==> src/rtl/mem_arb_pkg.sv <==
// Shared definitions for the instruction/data memory arbiter.
//   owner_e   : which port owns the access currently in flight (its response is due this cycle)
//   Func3Word : func3 encoding used for instruction fetches (full 32-bit word)
package mem_arb_pkg;

  typedef enum logic [1:0] {
    OwnNone = 2'd0,
    OwnIf   = 2'd1,
    OwnD    = 2'd2
  } owner_e;

  localparam logic [2:0] Func3Word = 3'b010;

endpackage

==> src/rtl/mem_arbiter.sv <==
// Two-port arbiter sharing one synchronous single-port memory (1-cycle read latency) between an
// instruction fetch port (if_*) and a data load/store port (d_*).
//   clock, reset       : rising-edge clock, asynchronous active-high reset
//   if_req/if_addr     : fetch request and byte address; if_ack/if_rdata one cycle after issue
//   d_req/d_we/d_addr/
//   d_wdata/d_func3    : data request; d_ack/d_rdata one cycle after issue
//   mem_*              : shared memory port; mem_en marks an issue this cycle
// Grant is combinational; data wins contested cycles until STARVE_LIMIT consecutive contested
// data wins have accumulated, after which fetch is granted once.
module mem_arbiter
  import mem_arb_pkg::*;
#(
  parameter int unsigned STARVE_LIMIT = 4
) (
  input  logic        clock,
  input  logic        reset,
  input  logic        if_req,
  input  logic [31:0] if_addr,
  output logic        if_ack,
  output logic [31:0] if_rdata,
  input  logic        d_req,
  input  logic        d_we,
  input  logic [31:0] d_addr,
  input  logic [31:0] d_wdata,
  input  logic [2:0]  d_func3,
  output logic        d_ack,
  output logic [31:0] d_rdata,
  output logic        mem_en,
  output logic        mem_we,
  output logic [31:0] mem_addr,
  output logic [31:0] mem_wdata,
  output logic [2:0]  mem_func3,
  input  logic [31:0] mem_rdata
);

  localparam int unsigned CntW = (STARVE_LIMIT > 0) ? $clog2(STARVE_LIMIT + 1) : 1;
  localparam logic [CntW-1:0] Limit = CntW'(STARVE_LIMIT);

  // owner_q records the last grant; it is also the in-flight owner whose ack is this cycle
  owner_e          owner_q, owner_d;
  logic [CntW-1:0] starve_q, starve_d;
  logic            if_elig, d_elig, grant_if, grant_d;

  assign if_ack   = (owner_q == OwnIf);
  assign d_ack    = (owner_q == OwnD);
  assign if_rdata = mem_rdata;
  assign d_rdata  = mem_rdata;

  always_comb begin
    grant_if = 1'b0;
    grant_d  = 1'b0;
    // A port cannot reissue in the cycle its own response is returned.
    if_elig  = if_req & ~if_ack;
    d_elig   = d_req & ~d_ack;
    if (!reset) begin
      if (if_elig && d_elig) begin
        if (starve_q == Limit) grant_if = 1'b1;
        else                   grant_d  = 1'b1;
      end else begin
        grant_if = if_elig;
        grant_d  = d_elig;
      end
    end

    starve_d = starve_q;
    if (grant_if)                starve_d = '0;
    else if (grant_d && if_elig) starve_d = starve_q + CntW'(1);

    owner_d = OwnNone;
    if (grant_if)     owner_d = OwnIf;
    else if (grant_d) owner_d = OwnD;
  end

  always_comb begin
    mem_en    = grant_if | grant_d;
    mem_we    = grant_d & d_we;
    mem_addr  = grant_d ? d_addr : if_addr;
    mem_wdata = d_wdata;
    mem_func3 = grant_d ? d_func3 : Func3Word;
  end

  always_ff @(posedge clock or posedge reset) begin
    if (reset) begin
      owner_q  <= OwnNone;
      starve_q <= '0;
    end else begin
      owner_q  <= owner_d;
      starve_q <= starve_d;
    end
  end

endmodule

==> config.mk <==
export PLATFORM = sky130hd
export DESIGN_NAME = mem_arbiter
export DESIGN_NICKNAME = d
export VERILOG_FILES = /design/src/rtl/mem_arb_pkg.sv /design/src/rtl/mem_arbiter.sv
export SDC_FILE = /design/constraint.sdc
export NUM_CORES = 1
export LEC_CHECK = 0
export CORE_AREA = 2 2 104 106
export DETAILED_ROUTE_END_ITERATION = 12
export DIE_AREA = 0 0 106 108
export GPL_ROUTABILITY_DRIVEN = 0
export PLACE_DENSITY = 0.68
export SKIP_LAST_GASP = 1
export SYNTH_ARGS = -nofsm -noshare
export SYNTH_HDL_FRONTEND = slang
export SYNTH_SLANG_ARGS = --single-unit
==> constraint.sdc <==
create_clock -name clock -period 1.7 [get_ports clock]
set_input_delay 0.17 -clock clock [delete_from_list [all_inputs] [get_ports clock]]
set_output_delay 0.17 -clock clock [all_outputs]
set_load 0.02 [all_outputs]
## Yosys cells after proc, flatten, opt, wreduce, memory -nomap -nowiden

Cells that the tools add are included.

| operators by class | value |
|---|---|
| reduce and logical (&&, ||, !) cells | 3 |
| equality and inequality tests | 3 |
| bitwise operators | 6 |
| muxes and demuxes | 12 |
| $add $sub $neg | 1 |

Operator list:

| operator | count |
|---|---|
| $mux 32 | 1 |
| $mux 3 | 3 |
| $mux 1 | 6 |
| $mux 2 | 2 |
| $add 3x1->3 const B | 1 |
| $and 1x1->1 | 3 |
| $eq 3x3->1 const B | 1 |
| $eq 2x1->1 const B | 1 |
| $eq 2x2->1 const B | 1 |
| $logic_and 1x1->1 | 2 |
| $not 1->1 | 2 |
| $reduce_bool 2->1 | 1 |
| $or 1x1->1 | 1 |

| storage, ports and cells | value |
|---|---|
| input port bits | 136 |
| output and inout port bits | 135 |
| logic and storage cells | 27 |
| flip-flop bits (word level) | 5 |

## Logic depth before layout (Yosys ltp)

Gate-level depths: netlist of the first run.

| logic depth | value |
|---|---|
| depth after elaboration | 9 |
| gate-level depth with buffers | 8 |
| mapped depth without buffers | 6 |

## Worst setup path before layout of the first run

No wires, ideal clock.

| timing | value |
|---|---|
| path kind | register to output |
| start | register owner_q[0] |
| end | output mem_addr[23] |
| path slack | -0.263 ns |
| path buffers | 2 |
| cell stages (with the launch flop) | 7 |
| data required time | 1.530 ns |
| data arrival time | 1.793 ns |
| cells stage by stage | dfrtp_1 -> nor2b_1 -> nor3_1 -> or3_1 -> buf_6 -> buf_6 -> mux2_4 |

| on the way | value |
|---|---|
| word-level cells in the longest chain between the ends | 7 |
| elaborated cells between the ends (all ways) | 10 |
| those cells by class | 2 x eq/ne; 3 x mux; 4 x bitwise; 1 x reduce/logical |

Ends and longest elaborated chain:

| what | line | RTL |
|---|---|---|
| start: declaration | mem_arbiter.sv:40 | `owner_e owner_q, owner_d;` |
| start signal: assignment | mem_arbiter.sv:84 | `owner_q <= OwnNone;` |
| start signal: assignment | mem_arbiter.sv:87 | `owner_q <= owner_d;` |
| $eq 2x2->1 * | mem_arbiter.sv:45 | `assign d_ack = (owner_q == OwnD);` |
| net d_ack | mem_arbiter.sv:26 | `output logic d_ack,` |
| $not 1->1 * | mem_arbiter.sv:54 | `d_elig = d_req & ~d_ack;` |
| $and 1x1->1 * | mem_arbiter.sv:54 |  |
| $logic_and 1x1->1 | mem_arbiter.sv:56 | `if (if_elig && d_elig) begin` |
| $mux 1 * | mem_arbiter.sv:56 |  |
| $mux 1 * | mem_arbiter.sv:55 | `if (!reset) begin` |
| $mux 32 * | mem_arbiter.sv:77 | `mem_addr = grant_d ? d_addr : if_addr;` |
| end: declaration | mem_arbiter.sv:30 | `output logic [31:0] mem_addr,` |

Mark *: on every way through the listed nets, which the timed path passes. The rest lies on a longest branch.

## Final worst setup path of the first run

| timing | value |
|---|---|
| start | register owner_q[1] |
| end | output mem_addr[9] |

| on the way | value |
|---|---|
| word-level cells in the longest chain between the ends | 7 |
| elaborated cells between the ends (all ways) | 10 |
| those cells by class | 2 x eq/ne; 3 x mux; 4 x bitwise; 1 x reduce/logical |

Ends and longest elaborated chain:

| what | line |
|---|---|
| $eq 2x1->1 / $eq 2x2->1 (equally long branches) | mem_arbiter.sv:44, mem_arbiter.sv:45 |
| $not 1->1, on equally long branches | mem_arbiter.sv:53, mem_arbiter.sv:54 |
| $and 1x1->1, on equally long branches | mem_arbiter.sv:53, mem_arbiter.sv:54 |
| $logic_and 1x1->1 | mem_arbiter.sv:56 |
| $mux 1 * | mem_arbiter.sv:56 |
| $mux 1 * | mem_arbiter.sv:55 |
| $mux 32 * | mem_arbiter.sv:77 |

Mark *: on every way between the ends. The rest lies on a longest branch, timed or not.

==> results.txt, run 1 <==
drt pass-1 iters - 4
global route overflow - 0
Core ar. - 10,200 sq um
Seq/Total Area, Yosys - 8.70%
DR iter-0 viols - 47
Hold WS - 0.340 ns
DP HPWL - 3520 microns
post-synthesis area per instance - 8.51 sq um
first-pass GRT wire length - 6260 microns
vias in the first global route - 1,277
clock buffer depth - 2
Synth top area share - 50.1%
pin count of the biggest net entering global routing - 21
Worst Path Max Fanout - 5
initial core utilization - 14.1%
Root Buffer - clkbuf_8
Max-cap violations - 0
Worst Path Required - 1.53 ns
Flop pwr share - 13.5%
gr usage total - 6.97%
Die Width - 106 microns
final WL - 4630 microns
post-synth net total - 307
Psw - 345 uW
fin. max-slew vios - 0
TritonCTS Buffers - 3
most frequent cells in the layout - 72 x clkdlybuf4s50_1, 28 x mux2_2, 20 x buf_2
via count - 1,207
total negative slack - -14.48 ns
Layout Skew - 0.00878 ns
Clk pwr share - 22.0%
Hold-fix buffers, CTS - 0
layout cells sized above 1 - 53.8%
CP startpoint kind - flip-flop
failing checks - setup timing
Net Sw Frac - 32.7%
Power Density - 470 nW/um^2
final instance area - 2250 sq um
crit share post-route - 127%
Pint - 712 uW
slew at the pin with the worst max-slew slack - 0.216 ns
run status - complete, but fails checks
CTS tree - built
Synth area leader - buf_4
post-layout min period - 2.16 ns
register area - 125 sq um
Post-Place Setup Slack - -0.717 ns
post-route ant nets - 0
worst skew pair latency - 0.23 ns
Area Overhead vs Synth - 56.6%
Synth cell types - 24
area of the multi-input gates - 606 sq um
Placement Cell Area - 2120 sq um
top cells by area, synth - buf_4 50%, mux2_2 23%, dfrtp_1 8.7%
endpoints failing setup - 36
Worst-path clk slew - 0.04 ns
RSZ-0062 raised after global routing - yes
Max Freq - 462 MHz
DR WL/cell - 13.4 microns
wire length on met3 - 551 microns
Worst EP arrival - 1.99 ns
Finished Core Util - 22.0%
met2 WL post-DR - 2340 microns
Synth Instances - 169
Die Ht - 108 microns
Clock Sinks - 5
final hold vios - 0
final net count - 347
top layer in use - met4
Top Ports - 271
Hold Path Class - input port to output port
kind of critical path - flip-flop to output port
via/cell ratio - 3.51
die area - 11,400 sq um
Post-Route M1 WL - 1560 microns
num rows - 37
Reg2Reg Setup Slack - 0.08 ns
Syn Std Cell Area - 1440 sq um
slew margin rel. - 85.5%
most common cell after layout, fill and taps aside - clkdlybuf4s50_1
setup slack after layout - -0.464 ns
initial antenna violation count - 0
Yosys warnings - 0
Critical Path End Type - output port
htree depth - 1
Max IR drop VDD - 0.250 mV
Diodes inserted - 0
number of port buffers - 110
combinational cell fraction of total power - 64.5%
Leak - 0.990 nW
Post-route DRC - 0
register bit total from synthesis - 5
fill cell count - 1,120
[area by class of cell]
class	instances	area share, %
Tap cell	136	7.56
Sequential cell	5	5.56
Inverter	8	1.33
Timing Repair Buffer	135	56.6
Clock buffer	4	2.00
Multi-Input combinational cell	56	26.9
[cell usage after synthesis, drive strengths merged]
master / instances
buf: 100
mux2: 32
inv: 8
dfrtp: 5
nor2: 4
nand3: 3
ha: 2
nand2b: 2
o22ai: 2
a21oi: 1
a22o: 1
and3: 1
nand4: 1
nor2b: 1
nor3: 1
nor3b: 1
o21ai: 1
o31ai: 1
or2: 1
or3: 1
[power groups by stage]
stage	clock (mW)	sequential (mW)	combinational (mW)
6_report	0.233	0.143	0.681
5_1_grt	0.244	0.144	0.727
4_1_cts	0.237	0.143	0.653
3_5_place_dp	0	0.143	0.630
3_3_place_gp	0	0.142	0.624
2_1_floorplan	0	0.141	0.584
[worst paths after layout]
| check | from | end | depth (start not counted) |
|---|---|---|---|
| max | owner_q[1] | mem_addr[9] | 6 |
| min | mem_rdata[8] | d_rdata[8] | 0 |
| max reg2reg | owner_q[1] | starve_q[0] | 6 |
| min reg2reg | starve_q[2] | starve_q[2] | 2 |
| max in group asynchronous | reset | starve_q[1] | 4 |
| min in group asynchronous | reset | owner_q[1] | 4 |
[registers in the layout, indices dropped and copies added, names as in the netlist]
name	cells
starve_q	3
owner_q	2
[layer usage]
| metal | vias to the layer above | track usage [%] |
|---|---|---|
| li1 | 528 | - |
| met3 | 28 | 3.01 |
| met2 | 106 | 12.6 |
| met1 | 545 | 6.69 |
| met4 | 0 | 3.76 |
| met5 | - | 0 |
[what timing repair did]
item	CTS	global route
hold endpoints to repair	0	0
buffers inserted	5	4
endpoints found under the setup margin	37	41
gates cloned	1	2
gates resized for setup	132	69
pin swaps	1	4
[stage by stage]
step | instances | total power [mW]
after floorplan | 169 | 0.725
after global placement | 330 | 0.766
after detailed placement | 330 | 0.773
after CTS | 340 | 1.03
after global routing | 344 | 1.11
final | 344 | 1.06
[cell families after synthesis]
kind of cell             count (synthesis)  share of synthesized area [%]
AO/OA/AOI/OAI                            6                           2.70
AND/OR/NAND/NOR                         16                           6.53
flip-flops                               5                           8.70
buffers and inverters                  108                           54.5
adder cells (fa/ha/maj)                  2                           1.74
multiplexers                            32                           25.8
[worst max-delay path, stage by stage (launching register included)]
cell and delay (ns):
dfrtp_1 0.38, nor2b_4 0.14, nand2b_4 0.14, or3_4 0.44
clkbuf_16 0.19, mux2_4 0.32, buf_6 0.14
No activity file was read; power rests on OpenSTA's default activity.
==> inputs of run 2 (changes only) <==
--- a/config.mk
+++ b/config.mk
@@ -6,6 +6,7 @@
 export NUM_CORES = 1
 export LEC_CHECK = 0
 export CORE_AREA = 2 2 104 106
+export CTS_CLUSTER_SIZE = 8
 export DETAILED_ROUTE_END_ITERATION = 12
 export DIE_AREA = 0 0 106 108
 export GPL_ROUTABILITY_DRIVEN = 0
==> results of run 2 <==
The final DEF is identical to that of run 1; final timing and power are the same.
